===== src/rtl/xdma_finish_sender.sv =====
// Finish-token sender: buffers finish tokens and turns each one into a single-beat remote write.
// Each write waits for its acknowledge. The write is retried on an error response or a timeout, and the token is dropped once the retries are used up.
module xdma_finish_sender #(
   parameter int unsigned IdWidth       = 8,
   parameter int unsigned AddrWidth     = 48,
   parameter int unsigned DataWidth     = 512,
   parameter int unsigned LenWidth      = 32,
   parameter int unsigned FifoDepth     = 2,
   parameter int unsigned TimeoutCycles = 1024,
   parameter int unsigned MaxRetries    = 3
) (
   input  logic                 clk_i,
   input  logic                 rst_ni,
   input  logic [IdWidth-1:0]   finish_dma_id_i,
   input  logic [AddrWidth-1:0] finish_from_i,
   input  logic [AddrWidth-1:0] finish_dst_addr_i,
   input  logic                 finish_valid_i,
   output logic                 finish_ready_o,
   output logic [AddrWidth-1:0] req_addr_o,
   output logic [LenWidth-1:0]  req_len_o,
   output logic                 req_valid_o,
   input  logic                 req_ready_i,
   output logic [DataWidth-1:0] data_o,
   output logic                 data_valid_o,
   input  logic                 data_ready_i,
   input  logic                 ack_valid_i,
   input  logic                 ack_err_i,
   output logic                 ack_ready_o,
   input  logic                 error_clear_i,
   output logic                 busy_o,
   output logic                 error_o,
   output logic [7:0]           drop_count_o
);

   localparam int unsigned PtrWidth   = (FifoDepth > 1) ? $clog2(FifoDepth) : 1;
   localparam int unsigned CntWidth   = $clog2(FifoDepth + 1);
   localparam int unsigned TimerWidth = $clog2(TimeoutCycles);
   localparam int unsigned RetryWidth = (MaxRetries > 0) ? $clog2(MaxRetries + 1) : 1;

   localparam logic [PtrWidth-1:0]   PtrLast   = PtrWidth'(FifoDepth - 1);
   localparam logic [CntWidth-1:0]   CountFull = CntWidth'(FifoDepth);
   localparam logic [TimerWidth-1:0] TimerLast = TimerWidth'(TimeoutCycles - 1);
   localparam logic [RetryWidth-1:0] RetryMax  = RetryWidth'(MaxRetries);

   typedef enum logic [2:0] {IDLE, REQ, DATA, WAIT_ACK, DROP} state_e;

   state_e                state, state_next;
   logic [IdWidth-1:0]    id_mem   [FifoDepth];
   logic [AddrWidth-1:0]  from_mem [FifoDepth];
   logic [AddrWidth-1:0]  dst_mem  [FifoDepth];
   logic [PtrWidth-1:0]   wr_ptr, rd_ptr;
   logic [CntWidth-1:0]   count;
   logic [TimerWidth-1:0] timer;
   logic [RetryWidth-1:0] retry_cnt;
   logic                  ready_en;
   logic                  fifo_full, fifo_empty, push, pop, retry, drop;

   assign fifo_full      = (count == CountFull);
   assign fifo_empty     = (count == '0);
   // ready_en holds finish_ready_o low while reset is asserted.
   assign finish_ready_o = ready_en & ~fifo_full;
   assign push           = finish_valid_i & finish_ready_o;
   assign busy_o         = ~fifo_empty | (state != IDLE);
   assign req_addr_o     = dst_mem[rd_ptr];
   assign req_len_o      = LenWidth'(1);

   always_comb begin
      data_o                        = '0;
      data_o[IdWidth-1:0]           = id_mem[rd_ptr];
      data_o[IdWidth +: AddrWidth]  = from_mem[rd_ptr];
   end

   // NOTE: the token buffer is reset on purpose (it is tiny), so the head-driven outputs read 0 in reset.
   always_ff @(posedge clk_i or negedge rst_ni) begin
      if (!rst_ni) begin
         for (int i = 0; i < int'(FifoDepth); i++) begin
            id_mem[i]   <= '0;
            from_mem[i] <= '0;
            dst_mem[i]  <= '0;
         end
         wr_ptr   <= '0;
         rd_ptr   <= '0;
         count    <= '0;
         ready_en <= 1'b0;
      end else begin
         ready_en <= 1'b1;
         if (push) begin
            id_mem[wr_ptr]   <= finish_dma_id_i;
            from_mem[wr_ptr] <= finish_from_i;
            dst_mem[wr_ptr]  <= finish_dst_addr_i;
            wr_ptr           <= (wr_ptr == PtrLast) ? '0 : wr_ptr + PtrWidth'(1);
         end
         if (pop) rd_ptr <= (rd_ptr == PtrLast) ? '0 : rd_ptr + PtrWidth'(1);
         case ({push, pop})
            2'b10:   count <= count + CntWidth'(1);
            2'b01:   count <= count - CntWidth'(1);
            default: count <= count;
         endcase
      end
   end

   always_ff @(posedge clk_i or negedge rst_ni) begin
      if (!rst_ni) state <= IDLE;
      else         state <= state_next;
   end

   // NOTE: every output of this block gets a default first, so no path can infer a latch.
   always_comb begin
      state_next   = state;
      req_valid_o  = 1'b0;
      data_valid_o = 1'b0;
      ack_ready_o  = 1'b0;
      pop          = 1'b0;
      retry        = 1'b0;
      drop         = 1'b0;
      unique case (state)
         IDLE: if (!fifo_empty) state_next = REQ;
         REQ: begin
            req_valid_o = 1'b1;
            if (req_ready_i) state_next = DATA;
         end
         DATA: begin
            data_valid_o = 1'b1;
            if (data_ready_i) state_next = WAIT_ACK;
         end
         WAIT_ACK: begin
            ack_ready_o = 1'b1;
            // A response that lands on the timeout cycle wins; its err bit decides.
            if (ack_valid_i && !ack_err_i) begin
               pop        = 1'b1;
               state_next = IDLE;
            end else if (ack_valid_i || timer == TimerLast) begin
               if (retry_cnt < RetryMax) begin
                  retry      = 1'b1;
                  state_next = REQ;
               end else begin
                  state_next = DROP;
               end
            end
         end
         DROP: begin
            pop        = 1'b1;
            drop       = 1'b1;
            state_next = IDLE;
         end
         default: state_next = IDLE;
      endcase
   end

   always_ff @(posedge clk_i or negedge rst_ni) begin
      if (!rst_ni) begin
         timer        <= '0;
         retry_cnt    <= '0;
         error_o      <= 1'b0;
         drop_count_o <= '0;
      end else begin
         if (state == DATA && data_ready_i) timer <= '0;
         else if (state == WAIT_ACK)        timer <= timer + TimerWidth'(1);
         if (pop)        retry_cnt <= '0;
         else if (retry) retry_cnt <= retry_cnt + RetryWidth'(1);
         if (drop)               error_o <= 1'b1;
         else if (error_clear_i) error_o <= 1'b0;
         if (drop && drop_count_o != 8'hFF) drop_count_o <= drop_count_o + 8'd1;
      end
   end

endmodule


===== config.mk =====
export PLATFORM = sky130hd
export DESIGN_NAME = xdma_finish_sender
export DESIGN_NICKNAME = d
export VERILOG_FILES = /design/src/rtl/xdma_finish_sender.sv
export SDC_FILE = /design/constraint.sdc
export NUM_CORES = 1
export LEC_CHECK = 0
export ABC_AREA = 1
export BUFFER_PORTS_ARGS = -buffer_cell sky130_fd_sc_hd__clkbuf_2
export CAP_MARGIN = 25
export CELL_PAD_IN_SITES_DETAIL_PLACEMENT = 1
export CELL_PAD_IN_SITES_GLOBAL_PLACEMENT = 2
export CORE_AREA = 2 2 282 284
export DETAILED_ROUTE_END_ITERATION = 6
export DIE_AREA = 0 0 284 286
export PLACE_DENSITY = 0.58
export SLEW_MARGIN = 20
export SYNTH_ARGS = -nofsm -noshare
export SYNTH_HDL_FRONTEND = slang
export SYNTH_SLANG_ARGS = --single-unit

===== constraint.sdc =====
create_clock -name clk_i -period 2.3 [get_ports clk_i]
set_input_delay 0.345 -clock clk_i [delete_from_list [all_inputs] [get_ports clk_i]]
set_output_delay 0.345 -clock clk_i [all_outputs]
set_load 0.02 [all_outputs]

==> impl_metrics.py <==
metrics = {
    "routing": {
        "first_pass_iters": 4,
        "via_count": 9462,
        "drc_errors": 0,
        "routedWlPerCell_um": 12.82,
        "drt-initial-drc-count": 287,
        "final_antenna_net_count": 0,
        "wl_um": 37030,
        "via_per_inst": 3.276,
    },
    "clock_tree": {
        "root_buffer": "clkbuf_16",
        "clkTransAtPathRegs_ps": 50,
        "clock-sinks": 237,
        "cts_max_path_buffers": 3,
        "cts_tree": "built",
        "htree_levels": 2,
        "clk_latency_ps": 550,
        "numCtsBuffers": 34,
    },
    "synthesis": {
        "synth_top_area_cell": "dfrtp_1",
        "synth-seq-cells": 237,
        "yosys-top-cells-count": "488 x buf_4, 265 x nand2_1, 237 x dfrtp_1, 129 x inv_1, 121 x o21ai_0",
        "yosysTopAreaCellShare": 0.4183,
        "yosysWarnings": 0,
        "synthArstFlopShare": 1.000,
        "synth_ff_type": "dfrtp_1",
        "post-synth-top-count-cell": "buf_4",
        "synthTopCellsByArea": "dfrtp_1 42%, buf_4 26%, mux2_2 8.3%",
        "avgSynthCellArea_um2": 8.979,
        "yosysSeqAreaShare": 0.4183,
        "synth_edf_count": 0,
        "synth.distinct_cells": 26,
        "netlist_area_um2": 14180,
        "syn_inst": 1579,
    },
    "worst_setup_path": {
        "cpPeakStageDelay_ps": 500,
        "cp.arrival_ps": 1890,
        "cp.required_ps": 1960,
        "cp-end-kind": "output port",
        "critical_path_class": "register to output port",
        "start_kind": "register",
        "path_cells": "buf_12, clkbuf_16, mux2_2, buf_4",
        "crit_fanout": 14,
        "cp_slowest_cell": "dfrtp_4",
    },
    "place": {
        "gp_congestion": 0.7425,
        "dpl_cell_area_um2": 14750,
        "hpwl_um": 26430,
        "io_buffers": 229,
    },
    "cells_and_area": {
        "drive_gt1_frac": 0.2346,
        "nets": 1933,
        "syn_to_final_growth_pct": 13.90,
        "design_area_um2": 16150,
    },
    "job": {
        "maxCapViolations": 0,
    },
    "grt": {
        "grt_first_pass_wirelength_um": 55990,
        "grt.overflow.total": 0,
        "grt_use_total": 0.08642,
        "grt_pass1_vias": 9691,
        "antenna_found_initial": 2,
        "grt_max_degree": 95,
    },
    "pwr": {
        "power_density_nw_per_um2": 1347,
        "ir_worst_vdd_mv": 0.3902,
        "power.leakage_uw": 0.008662,
        "power_uw": 21750,
    },
    "die": {
        "rows": 103,
        "die_y_um": 286,
        "design.core.area_um2": 78360,
        "die_w_um": 284,
        "start_util": 0.1809,
        "num_io_pins": 718,
        "die-area_um2": 81220,
    },
    "hold_path": {
        "hold_path_class": "primary input to register",
    },
    "timing": {
        "period_share": 0.9718,
        "final-hold-violation-count": 0,
        "period_needed_ps": 2235,
        "rsz0062_at_grt": "true",
        "clock.fmax_mhz": 447.4,
        "drv_slew": 0,
        "finalClockSkew_ps": 25.60,
        "setup_viol_count_final": 0,
    },
    "outcome": {
        "status": "completed",
    },
}
## final cells by class
cell class | instances | area, um^2
antenna | 1 | 2.502
clock buffer | 44 | 949.7
clock inverter | 12 | 157.7
fill | 9497 | 62210
inverter | 130 | 488.0
multi-input combinational | 1152 | 5619
sequential | 237 | 5934
tap | 1050 | 1314
timing repair buffer | 262 | 1683
## where the power goes
part / switching, uW / internal (uW)
clock: 2020 / 3250
sequential: 1060 / 5990
combinational: 5750 / 3670
## sequential cells by signal, indices dropped and copies added (netlist names)
signal and cells:
from_mem 96, id_mem 16, dst_mem 96, timer 10, retry_cnt 2, error_o 1
state 3, rd_ptr 1, wr_ptr 1, count 2, ready_en 1, drop_count_o 8
## cell usage in the layout (no fill, tap or decap), types with 26 or more instances in the layout
| master | Yosys | routed |
|---|---|---|
| clkbuf_16 | 0 | 37 |
| clkbuf_2 | 0 | 209 |
| conb_1 | 2 | 489 |
| dfrtp_1 | 237 | 236 |
| inv_1 | 129 | 129 |
| mux2_2 | 104 | 99 |
| nand2_1 | 265 | 265 |
| nor2_1 | 26 | 26 |
| o21ai_0 | 121 | 121 |
| o21ai_1 | 85 | 85 |
## through the flow
step	util	std cells	setup slack (ps)	hold WS, ps	TNS [ps]
detailed placement	0.1882	2817	451.1	320.1	0
floorplan	-	2066	486.1	49.41	0
CTS	0.2044	2883	-75.48	0.5393	-2752
global route	0.2061	2887	-29.56	22.65	-530.6
global placement	0.1882	2817	455.9	311.5	0
finish	0.2061	2888	64.95	49.76	0
## per-layer routing
layer / up-vias / global-route usage / routed length, um
li1: 4480 / - / -
met1: 4543 / 0.1066 / 15490
met2: 388 / 0.1458 / 17920
met3: 51 / 0.02241 / 2652
met4: 0 / 0.02987 / 962
met5: - / 0 / 0
## path summary, 6_finish.rpt
check                                  startpoint            to  cells after the start  slack, ps
worst max-delay path                       rd_ptr    data_o[10]                      4         60
worst min-delay path            finish_from_i[35]  from_mem[83]                      3         50
worst max register to register           count[0]   dst_mem[57]                      7        490
worst min register to register        dst_mem[80]   dst_mem[80]                      2        480
max in group asynchronous                  rst_ni   dst_mem[39]                      3       1120
min in group asynchronous                  rst_ni  from_mem[20]                      2        350
## worst max-delay path, delay by kind of cell, from the launching register on
kind	cells	cell delay, ps
multiplexers	1	360
buffers and inverters	3	490
flip-flops	1	500
## timing repair
item / in CTS / in global routing
cloned: 1 / 2
hold buffers: 7 / 0
setup endpoints to repair: 96 / 78
setup buffers: 2 / 2
gates resized for setup: 6 / 37
hold endpoints to repair: 54 / 0
## kinds of logic after synthesis
logic type / count (synthesis) / share of synthesized area
AOI/OAI and AO/OA: 227 / 0.08508
xor gates and xnor gates: 9 / 0.005560
adders and majority gates: 4 / 0.003530
buffers and inverters: 677 / 0.3163
DFF: 237 / 0.4183
muxes: 104 / 0.08261
other: 2 / 0.0005297
and+or+nand+nor: 319 / 0.08808
Note: power is estimated with default switching activity, not from simulation.
